===== config.mk =====
export PLATFORM = sky130hd
export DESIGN_NAME = reg_scoreboard
export DESIGN_NICKNAME = d
export VERILOG_FILES = /design/src/rtl/reg_sb_pkg.sv /design/src/rtl/reg_busy_table.sv /design/src/rtl/reg_scoreboard.sv
export SDC_FILE = /design/constraint.sdc
export NUM_CORES = 1
export LEC_CHECK = 0
export CAP_MARGIN = 20
export CELL_PAD_IN_SITES_DETAIL_PLACEMENT = 1
export CELL_PAD_IN_SITES_GLOBAL_PLACEMENT = 2
export CORE_MARGIN = 3
export CORE_UTILIZATION = 33
export CTS_CLUSTER_DIAMETER = 100
export CTS_CLUSTER_SIZE = 10
export DETAILED_ROUTE_END_ITERATION = 10
export PLACE_DENSITY_LB_ADDON = 0.1
export SETUP_SLACK_MARGIN = 0.4
export SLEW_MARGIN = 20
export SYNTH_ARGS = -nofsm -noshare
export SYNTH_HDL_FRONTEND = slang
export SYNTH_SLANG_ARGS = --single-unit

===== constraint.sdc =====
create_clock -name clk -period 4.3 [get_ports clk]
set_input_delay 0.86 -clock clk [delete_from_list [all_inputs] [get_ports clk]]
set_output_delay 0.86 -clock clk [all_outputs]
set_load 0.03 [all_outputs]

===== src/rtl/reg_sb_pkg.sv =====
// reg_sb_pkg
//   Shared definitions for the issue-stage register scoreboard: the
//   write-class enum, the opcode constants that split scalar from vector
//   writers, and the write-class decode. The writeback register-enable
//   logic imports the same function so both sides classify writes alike.
package reg_sb_pkg;

    typedef enum logic [1:0] {
        WR_NONE   = 2'd0,
        WR_SCALAR = 2'd1,
        WR_VECTOR = 2'd2
    } wr_class_t;

    // Compute opcodes up to this value write the scalar file; above it, vector.
    localparam logic [3:0] OPC_SV_BOUND  = 4'd9;
    localparam logic [3:0] OPC_LD_SCALAR = 4'd0;
    localparam logic [3:0] OPC_LD_VECTOR = 4'd2;
    localparam logic [1:0] OPT_MEM       = 2'b10;

    // Register 0 is hard-wired zero, so writes to it never need tracking.
    function automatic wr_class_t decode_wr_class(input logic [1:0] op_type,
                                                  input logic [3:0] op_code,
                                                  input logic [3:0] rd);
        wr_class_t cls;
        cls = WR_NONE;
        if (rd == 4'd0)
            cls = WR_NONE;
        else if (!op_type[1])
            cls = (op_code <= OPC_SV_BOUND) ? WR_SCALAR : WR_VECTOR;
        else if ((op_type == OPT_MEM) && (op_code == OPC_LD_SCALAR))
            cls = WR_SCALAR;
        else if ((op_type == OPT_MEM) && (op_code == OPC_LD_VECTOR))
            cls = WR_VECTOR;
        return cls;
    endfunction

endpackage


===== src/rtl/reg_busy_table.sv =====
// reg_busy_table
//   Busy bitmap for one register file (scalar or vector).
//   Ports:
//     clk, rst_n           clock, asynchronous active-low reset
//     i_flush              clear every busy bit at the next edge
//     i_set, i_set_idx     mark a register busy (accepted issue)
//     i_clr, i_clr_idx     writeback release
//     i_rs1, i_rs2, i_rd   lookup indices
//     o_busy               registered bitmap
//     o_rs1/rs2/rd_busy    lookups with this cycle's writeback bypassed
//     o_clr_hit            writeback released a busy register
//     o_spurious           writeback targeted a non-busy register
module reg_busy_table #(
    parameter int NREG = 16,
    parameter int IW   = $clog2(NREG)
) (
    input  logic            clk,
    input  logic            rst_n,
    input  logic            i_flush,
    input  logic            i_set,
    input  logic [IW-1:0]   i_set_idx,
    input  logic            i_clr,
    input  logic [IW-1:0]   i_clr_idx,
    input  logic [IW-1:0]   i_rs1,
    input  logic [IW-1:0]   i_rs2,
    input  logic [IW-1:0]   i_rd,
    output logic [NREG-1:0] o_busy,
    output logic            o_rs1_busy,
    output logic            o_rs2_busy,
    output logic            o_rd_busy,
    output logic            o_clr_hit,
    output logic            o_spurious
);

    logic [NREG-1:0] r_busy;
    logic [NREG-1:0] w_busy_nxt;
    logic            w_clr_act;

    // A register being written back this cycle already looks free.
    function automatic logic lookup(input logic [NREG-1:0] busy,
                                    input logic [IW-1:0]   idx,
                                    input logic            clr,
                                    input logic [IW-1:0]   clr_idx);
        return (idx != '0) && busy[idx] && !(clr && (clr_idx == idx));
    endfunction

    assign w_clr_act  = i_clr && (i_clr_idx != '0);
    assign o_clr_hit  = w_clr_act && r_busy[i_clr_idx];
    assign o_spurious = w_clr_act && !r_busy[i_clr_idx];

    assign o_rs1_busy = lookup(r_busy, i_rs1, i_clr, i_clr_idx);
    assign o_rs2_busy = lookup(r_busy, i_rs2, i_clr, i_clr_idx);
    assign o_rd_busy  = lookup(r_busy, i_rd,  i_clr, i_clr_idx);

    // Set is applied after clear so a same-register set/clear leaves it busy.
    always_comb begin
        w_busy_nxt = r_busy;
        if (o_clr_hit)
            w_busy_nxt[i_clr_idx] = 1'b0;
        if (i_set && (i_set_idx != '0))
            w_busy_nxt[i_set_idx] = 1'b1;
    end

    always_ff @(posedge clk or negedge rst_n) begin
        if (!rst_n)
            r_busy <= '0;
        else if (i_flush)
            r_busy <= '0;
        else
            r_busy <= w_busy_nxt;
    end

    assign o_busy = r_busy;

endmodule


===== src/rtl/reg_scoreboard.sv =====
// reg_scoreboard
//   Issue-stage scoreboard between decode and execute. Stalls decode on
//   RAW/WAW hazards against pending writes and on the in-flight limit;
//   writebacks release registers.
//   Ports:
//     clk, rst_n                         clock, asynchronous active-low reset
//     issue_valid/opType/opCode/rd       instruction from decode
//     issue_rs1/rs2, _en, _vec           source operands
//     issue_ready                        combinational issue permission
//     wb_s_valid/wb_s_rd                 scalar writeback
//     wb_v_valid/wb_v_rd                 vector writeback
//     flush                              drop all pending tracking
//     busy_s, busy_v                     registered busy bitmaps
//     inflight                           outstanding writing instructions
//     err_spurious                       pulse after a writeback to a free register
module reg_scoreboard
    import reg_sb_pkg::*;
#(
    parameter int NREG         = 16,
    parameter int MAX_INFLIGHT = 8,
    parameter int IFW          = $clog2(MAX_INFLIGHT + 1)
) (
    input  logic            clk,
    input  logic            rst_n,
    input  logic            issue_valid,
    input  logic [1:0]      issue_opType,
    input  logic [3:0]      issue_opCode,
    input  logic [3:0]      issue_rd,
    input  logic [3:0]      issue_rs1,
    input  logic [3:0]      issue_rs2,
    input  logic            issue_rs1_en,
    input  logic            issue_rs2_en,
    input  logic            issue_rs1_vec,
    input  logic            issue_rs2_vec,
    output logic            issue_ready,
    input  logic            wb_s_valid,
    input  logic [3:0]      wb_s_rd,
    input  logic            wb_v_valid,
    input  logic [3:0]      wb_v_rd,
    input  logic            flush,
    output logic [NREG-1:0] busy_s,
    output logic [NREG-1:0] busy_v,
    output logic [IFW-1:0]  inflight,
    output logic            err_spurious
);

    wr_class_t      w_cls;
    logic           w_s_rs1, w_s_rs2, w_s_rd, w_s_hit, w_s_spur;
    logic           w_v_rs1, w_v_rs2, w_v_rd, w_v_hit, w_v_spur;
    logic           w_raw, w_waw, w_full, w_accept;
    logic           w_set_s, w_set_v;
    logic [IFW-1:0] w_inflight_nxt;
    logic [IFW-1:0] r_inflight;
    logic           r_err;

    assign w_cls = decode_wr_class(issue_opType, issue_opCode, issue_rd);

    assign w_accept = issue_valid && issue_ready;
    assign w_set_s  = w_accept && (w_cls == WR_SCALAR);
    assign w_set_v  = w_accept && (w_cls == WR_VECTOR);

    reg_busy_table #(.NREG(NREG)) u_tbl_s (
        .clk        (clk),
        .rst_n      (rst_n),
        .i_flush    (flush),
        .i_set      (w_set_s),
        .i_set_idx  (issue_rd),
        .i_clr      (wb_s_valid),
        .i_clr_idx  (wb_s_rd),
        .i_rs1      (issue_rs1),
        .i_rs2      (issue_rs2),
        .i_rd       (issue_rd),
        .o_busy     (busy_s),
        .o_rs1_busy (w_s_rs1),
        .o_rs2_busy (w_s_rs2),
        .o_rd_busy  (w_s_rd),
        .o_clr_hit  (w_s_hit),
        .o_spurious (w_s_spur)
    );

    reg_busy_table #(.NREG(NREG)) u_tbl_v (
        .clk        (clk),
        .rst_n      (rst_n),
        .i_flush    (flush),
        .i_set      (w_set_v),
        .i_set_idx  (issue_rd),
        .i_clr      (wb_v_valid),
        .i_clr_idx  (wb_v_rd),
        .i_rs1      (issue_rs1),
        .i_rs2      (issue_rs2),
        .i_rd       (issue_rd),
        .o_busy     (busy_v),
        .o_rs1_busy (w_v_rs1),
        .o_rs2_busy (w_v_rs2),
        .o_rd_busy  (w_v_rd),
        .o_clr_hit  (w_v_hit),
        .o_spurious (w_v_spur)
    );

    assign w_raw = (issue_rs1_en && (issue_rs1_vec ? w_v_rs1 : w_s_rs1)) ||
                   (issue_rs2_en && (issue_rs2_vec ? w_v_rs2 : w_s_rs2));

    assign w_waw = ((w_cls == WR_SCALAR) && w_s_rd) ||
                   ((w_cls == WR_VECTOR) && w_v_rd);

    // The limit uses the registered count: a writeback this cycle does not
    // free a slot until the next cycle.
    assign w_full = (w_cls != WR_NONE) && (r_inflight == IFW'(MAX_INFLIGHT));

    assign issue_ready = !flush && !w_raw && !w_waw && !w_full;

    assign w_inflight_nxt = r_inflight + IFW'(w_set_s | w_set_v)
                            - IFW'(w_s_hit) - IFW'(w_v_hit);

    always_ff @(posedge clk or negedge rst_n) begin
        if (!rst_n) begin
            r_inflight <= '0;
            r_err      <= 1'b0;
        end else if (flush) begin
            r_inflight <= '0;
            r_err      <= 1'b0;
        end else begin
            r_inflight <= w_inflight_nxt;
            r_err      <= w_s_spur | w_v_spur;
        end
    end

    assign inflight     = r_inflight;
    assign err_spurious = r_err;

endmodule


==> impl_metrics.py, run 1 <==
metrics = {
    "routing": {
        "drt-initial-drc-count": 215,
        "vias": 3342,
        "route.detailed.drc": 0,
        "vias_per_cell": 6.11,
        "ant_nets": 0,
        "first_pass_iters": 4,
        "wl_um": 13700,
        "drt-wirelength-per-cell_um": 25.1,
    },
    "layout": {
        "drive_gt1_frac": 0.292,
        "fin_util": 0.473,
        "ff_latch_area_um2": 926,
        "area_delta_synth_final_pct": 39.0,
        "instances_no_fill": 547,
        "multi_input_area_mm2": 0.00244,
        "n_fill_cell": 1105,
        "final_nets": 452,
        "antenna_cells": 0,
        "final_cell_area_mm2": 0.00488,
    },
    "global_routing": {
        "grt_antenna_before_repair": 0,
        "met2_usage": 0.361,
        "grt_use_met3": 0.0361,
        "grt_pass1_wl_um": 21400,
        "grt_busiest_layer": "met1",
        "gr-usage-all-layers": 0.239,
        "grt_max_degree": 38,
        "grtUsageMet1": 0.362,
        "grt_pass1_vias": 3503,
        "grt.overflow.total": 0,
    },
    "setup_path": {
        "reg2regPathDepth": 13,
        "reg2reg_from": "u_tbl_s.o_busy[4]",
        "startpoint": "issue_rs2[0]",
        "cp.arrival_ns": 3.04,
        "cp.depth": 10,
        "cp.required_ns": 3.44,
        "cp-endpoint": "issue_ready",
        "reg2reg_to": "inflight[3]",
        "slowest_stage": "mux4_2",
        "crit_type": "primary input to output pin",
        "cp_cell_sequence": "clkdlybuf4s15_2, buf_12, mux4_2, mux2i_2, a21oi_1, and3_2, or3_4, buf_6, nor2_4, buf_6",
        "cp-start-kind": "primary input",
        "reg2reg_slack_ns": 0.97,
        "cpPeakStageDelay_ns": 0.51,
        "crit_fanout": 7,
        "crit_path_end_kind": "output pin",
        "crit_top_cell": "buf_6",
        "cpLargestDelayFamily": "multiplexers",
        "path_buf_inv": 4,
    },
    "clocking": {
        "cts_buffers": 5,
        "clk_latency_ns": 0.30,
        "cts_tree": "done",
        "path_clk_slew_ns": 0.08,
        "cts-root-buf": "clkbuf_8",
        "cts.htree.levels": 2,
        "clockBufferDepth": 2,
        "cts.sinks": 37,
    },
    "placed_design": {
        "routabilityCongestion": 0.887,
        "dp_slack_ns": -0.141,
        "place_inst": 523,
        "place.port_buffers": 73,
        "dpl.hpwl_um": 9570,
        "placed_cell_area_mm2": 0.00449,
    },
    "hold_path": {
        "hold_class": "flip-flop to flip-flop",
    },
    "timing": {
        "clock.fmax_mhz": 256,
        "fin_crit_sh": 0.907,
        "worstMarginPinSlew_ns": 0.937,
        "timing.final.ws_setup_ns": 0.398,
        "drv_slew": 0,
        "setup_viol": 0,
        "rsz0062_at_grt": "yes",
        "clock-skew-final_ns": 0.00519,
        "finalHoldViolations": 0,
        "tns_ns": 0,
        "hold_slack_ns": 0.639,
        "maxSlewHeadroom": 0.376,
        "fin_crit_ns": 3.90,
    },
    "floorplanning": {
        "initial_core_util": 0.340,
        "die-height_um": 109,
        "rows": 37,
        "core_area_mm2": 0.0103,
        "dieArea_mm2": 0.0119,
        "io_pins": 74,
        "die_x_um": 109,
    },
    "logic_synthesis": {
        "synth_commonest_cells": "dfrtp_1 (37), mux4_2 (27), xor2_1 (19)",
        "synth_top_cell_area_share": 0.264,
        "synth-seq-cells": 37,
        "synth_cell_type_count": 49,
        "seq_area_frac_synth": 0.264,
        "synth_warnings": 0,
        "synth.avg_cell_area_um2": 10.9,
        "async_flop_share": 1.00,
        "yosysTopAreaCell": "dfrtp_1",
        "syn_area_mm2": 0.00351,
        "synth_edf_count": 0,
        "synthCells": 321,
        "synth.area.top_cells": "dfrtp_1 (26%), mux4_2 (17%), o41ai_2 (5.1%), xor2_1 (4.7%), o211ai_1 (3.8%)",
        "synth_fp_nets": 363,
        "yosys_most_used_dff": "dfrtp_1",
        "synth.most_common_cell": "dfrtp_1",
    },
    "power_and_ir_drop": {
        "internal_power_uw": 657,
        "ir_drop_v": 0.0000903,
        "power_density_mw_per_mm2": 195,
        "swShare": 0.309,
        "clkPwrFrac": 0.354,
        "p_sw_uw": 294,
        "power_frac_seq": 0.373,
        "power.leakage_nw": 1.99,
        "power.total_uw": 951,
        "comb_power_share": 0.273,
    },
    "job": {
        "cap_violations": 0,
    },
    "status": {
        "status": "finished clean",
    },
}
## power groups by stage
stage	clock network (mW)	logic [mW]	registers (mW)
5_1_grt	0.349	0.278	0.355
3_5_place_dp	0	0.234	0.361
2_1_floorplan	0	0.127	0.366
4_1_cts	0.335	0.257	0.354
3_3_place_gp	0	0.232	0.361
6_report	0.337	0.260	0.355
## cell usage in the layout (no fill, tap or decap), types with 8 or more instances in the layout
cell | Yosys | layout
nand2_1 | 11 | 9
o211ai_1 | 18 | 18
buf_4 | 4 | 34
dfrtp_1 | 37 | 37
mux2i_1 | 12 | 9
o41ai_2 | 11 | 13
clkdlybuf4s50_1 | 0 | 55
dlygate4sd2_1 | 0 | 9
inv_1 | 9 | 9
mux4_2 | 27 | 29
nand3_1 | 16 | 16
nor3_1 | 12 | 8
nand2b_1 | 10 | 10
xor2_1 | 19 | 19
o31ai_1 | 13 | 13
## what timing repair did
action / 4_1_cts / 5_1_grt
pin swaps: 10 / 7
gates cloned: 2 / 0
hold buffers: 0 / 0
gates resized for setup: 46 / 11
setup buffers: 12 / 2
endpoints found under the setup margin: 3 / 3
## registers in the layout, indices dropped and copies added (netlist names)
signal and cells:
u_tbl_s.o_busy 16, u_tbl_v.o_busy 16, inflight 4, err_spurious 1
## routing by layer
metal,vias up,share of wire
met5,-,0
met4,0,0.012
met3,14,0.066
met2,146,0.45
met1,1726,0.47
li1,1456,-
## cells by family after synthesis
family	Yosys count	synth area share
multiplexers	44	0.245
flip-flops	37	0.264
adder cells (fa/ha/maj)	6	0.0257
buffers and inverters	46	0.0681
AO/OA/AOI/OAI	77	0.200
XOR/XNOR	25	0.0624
AND/OR/NAND/NOR	86	0.136
## final cells by class
class                      count  area share
multi-input combinational    238       0.500
timing repair buffer         119       0.245
sequential                    37       0.190
tap                          136      0.0349
clock buffer                   7      0.0177
inverter                       9     0.00692
clock inverter                 1     0.00615
## worst min-delay path by stage
stage / cells past startpoint / startpoint / end / slack [ns]
global placement: 2 / u_tbl_s.o_busy[3] / u_tbl_s.o_busy[3] / 0.60
detailed placement: 2 / u_tbl_s.o_busy[2] / u_tbl_s.o_busy[2] / 0.62
CTS: 2 / u_tbl_s.o_busy[2] / u_tbl_s.o_busy[2] / 0.64
global route: 1 / u_tbl_s.o_busy[0] / u_tbl_s.o_busy[0] / 0.67
floorplan: 0 / rst_n / err_spurious / 0.56
finish: 1 / u_tbl_s.o_busy[0] / u_tbl_s.o_busy[0] / 0.64
No activity file was read; power rests on OpenSTA's default activity.
==> run 2, diff against run 1 <==
--- a/config.mk
+++ b/config.mk
@@ -8,7 +8,7 @@
 export CAP_MARGIN = 20
 export CELL_PAD_IN_SITES_DETAIL_PLACEMENT = 1
 export CELL_PAD_IN_SITES_GLOBAL_PLACEMENT = 2
-export CORE_MARGIN = 3
+export CORE_MARGIN = 2
 export CORE_UTILIZATION = 33
 export CTS_CLUSTER_DIAMETER = 100
 export CTS_CLUSTER_SIZE = 10
==> constraint.sdc (replaced) <==
create_clock -name clk -period 4.17 [get_ports clk]
set_input_delay 1.0425 -clock clk [delete_from_list [all_inputs] [get_ports clk]]
set_output_delay 1.0425 -clock clk [all_outputs]
set_load 0.03 [all_outputs]
==> impl_metrics.py, run 2 (synthesis results as in run 1) <==
metrics = {
    "routing": {
        "route.detailed.drc": 0,
        "first_pass_iters": 4,
        "drt-initial-drc-count": 177,
        "vias_per_cell": 5.98,
        "wl_um": 13900,
        "ant_nets": 0,
        "vias": 3407,
        "drt-wirelength-per-cell_um": 24.4,
    },
    "timing": {
        "setup_viol": 1,
        "worstMarginPinSlew_ns": 0.910,
        "rsz0062_at_grt": "yes",
        "clock-skew-final_ns": 0.00974,
        "clock.fmax_mhz": 239,
        "maxSlewHeadroom": 0.393,
        "fin_crit_sh": 1.00,
        "timing.final.ws_setup_ns": -0.00750,
        "finalHoldViolations": 0,
        "fin_crit_ns": 4.18,
        "drv_slew": 0,
    },
    "placed_design": {
        "place_inst": 547,
        "placed_cell_area_mm2": 0.00471,
        "dpl.hpwl_um": 9810,
        "routabilityCongestion": 0.863,
        "place.port_buffers": 73,
    },
    "setup_path": {
        "cp.required_ns": 3.13,
        "cp-start-kind": "primary input",
        "reg2reg_slack_ns": 0.53,
        "cp.arrival_ns": 3.14,
        "crit_path_end_kind": "output pin",
        "crit_fanout": 6,
        "crit_type": "primary input to output pin",
    },
    "power_and_ir_drop": {
        "p_sw_uw": 315,
        "power_density_mw_per_mm2": 195,
        "power_frac_seq": 0.366,
        "comb_power_share": 0.297,
        "internal_power_uw": 684,
        "ir_drop_v": 0.000183,
        "swShare": 0.315,
        "clkPwrFrac": 0.337,
        "power.leakage_nw": 2.12,
    },
    "layout": {
        "final_cell_area_mm2": 0.00513,
        "final_cell_mix": "clkdlybuf4s50_1 (55), buf_4 (52), dfrtp_1 (37), mux4_2 (29), xor2_1 (19)",
        "final_common_cell": "clkdlybuf4s50_1",
        "antenna_cells": 0,
        "instances_no_fill": 570,
        "final_nets": 475,
        "drive_gt1_frac": 0.334,
        "area_delta_synth_final_pct": 46.1,
    },
    "floorplanning": {
        "core_area_mm2": 0.0103,
        "die-height_um": 107,
        "initial_core_util": 0.340,
        "die_x_um": 107,
        "dieArea_mm2": 0.0115,
        "io_pins": 74,
        "rows": 37,
    },
    "clocking": {
        "cts.sinks": 37,
        "cts_tree": "done",
        "clockBufferDepth": 2,
        "path_clk_slew_ns": 0.09,
        "cts-root-buf": "clkbuf_8",
        "cts.htree.levels": 2,
        "clk_latency_ns": 0.30,
        "cts_buffers": 5,
    },
    "hold_path": {
        "hold_class": "flip-flop to flip-flop",
    },
    "global_routing": {
        "grt_pass1_vias": 3634,
        "gr-usage-all-layers": 0.247,
        "grt_pass1_wl_um": 21600,
        "grt_max_degree": 38,
        "grt_antenna_before_repair": 0,
        "grt.overflow.total": 0,
    },
    "job": {
        "cap_violations": 0,
    },
    "status": {
        "violations": "negative setup slack",
        "status": "complete, but fails checks",
    },
}
==> run 2: changes by cell type in the layout (fill, tap and decap cells not counted), sizes merged <==
| cell | before | now |
|---|---|---|
| buf | 49 | 70 |
| bufbuf | 1 | 2 |
| clkbuf | 7 | 8 |
| clkdlybuf4s15 | 2 | 0 |
| clkinv | 0 | 1 |
| clkinvlp | 0 | 1 |
==> run 2: per-layer routing <==
metal	GRT usage	part of all wire
met5	0	0
met4	0.0575	0.012
met3	0.0401	0.063
met2	0.373	0.47
met1	0.368	0.46
==> run 2: repair_timing <==
item | in CTS | in global routing
buffers inserted | 9 | 3
hold buffers | 0 | 0
resized for setup | 48 | 9
gates cloned | 2 | 1
setup endpoints to repair | 26 | 4
pin swaps | 15 | 7
==> run 2: critical path: stages <==
cell,delay (ns)
buf_8,0.09
buf_8,0.12
mux4_2,0.50
a22oi_2,0.20
nand3_1,0.11
a22o_1,0.19
a211o_1,0.24
or3_4,0.37
nor2_4,0.13
buf_6,0.13
==> run 2: worst paths after layout <==
kind	from	endpoint	cells past startpoint
min in group asynchronous	rst_n	u_tbl_v.o_busy[15]	1
max in group asynchronous	rst_n	u_tbl_s.o_busy[4]	1
setup / recovery	issue_rs1[0]	issue_ready	10
hold / removal	u_tbl_s.o_busy[0]	u_tbl_s.o_busy[0]	1
hold reg to reg	u_tbl_s.o_busy[0]	u_tbl_s.o_busy[0]	1
setup reg to reg	u_tbl_s.o_busy[4]	inflight[2]	14
==> run 2: area by class of cell <==
type,count,area (µm²)
fill,1100,5190
multi-input combinational,238,2450
timing repair buffer,142,1440
sequential,37,926
tap,136,170
clock buffer,5,68.8
clock inverter,3,46.3
inverter,9,33.8
==> run 2: power by group through the flow <==
stage / clock network [mW] / logic, mW / registers (mW)
floorplan: 0 / 0.132 / 0.378
global placement: 0 / 0.259 / 0.373
detailed placement: 0 / 0.262 / 0.373
CTS: 0.345 / 0.290 / 0.366
global route: 0.361 / 0.318 / 0.366
finish: 0.337 / 0.297 / 0.366
==> run 2: per-stage QoR <==
step	setup WS [ns]	setup TNS (ns)	hold WS [ns]	power [mW]	util
after floorplan	-0.00321	-0.00321	0.710	0.510	-
after global placement	-0.582	-2.00	0.613	0.631	0.457
after detailed placement	-0.621	-2.21	0.621	0.634	0.457
after CTS	-0.0246	-0.0246	0.642	1.00	0.491
after global routing	-0.0788	-0.0788	0.673	1.05	0.497
final	-0.00750	-0.00750	0.635	0.999	0.497
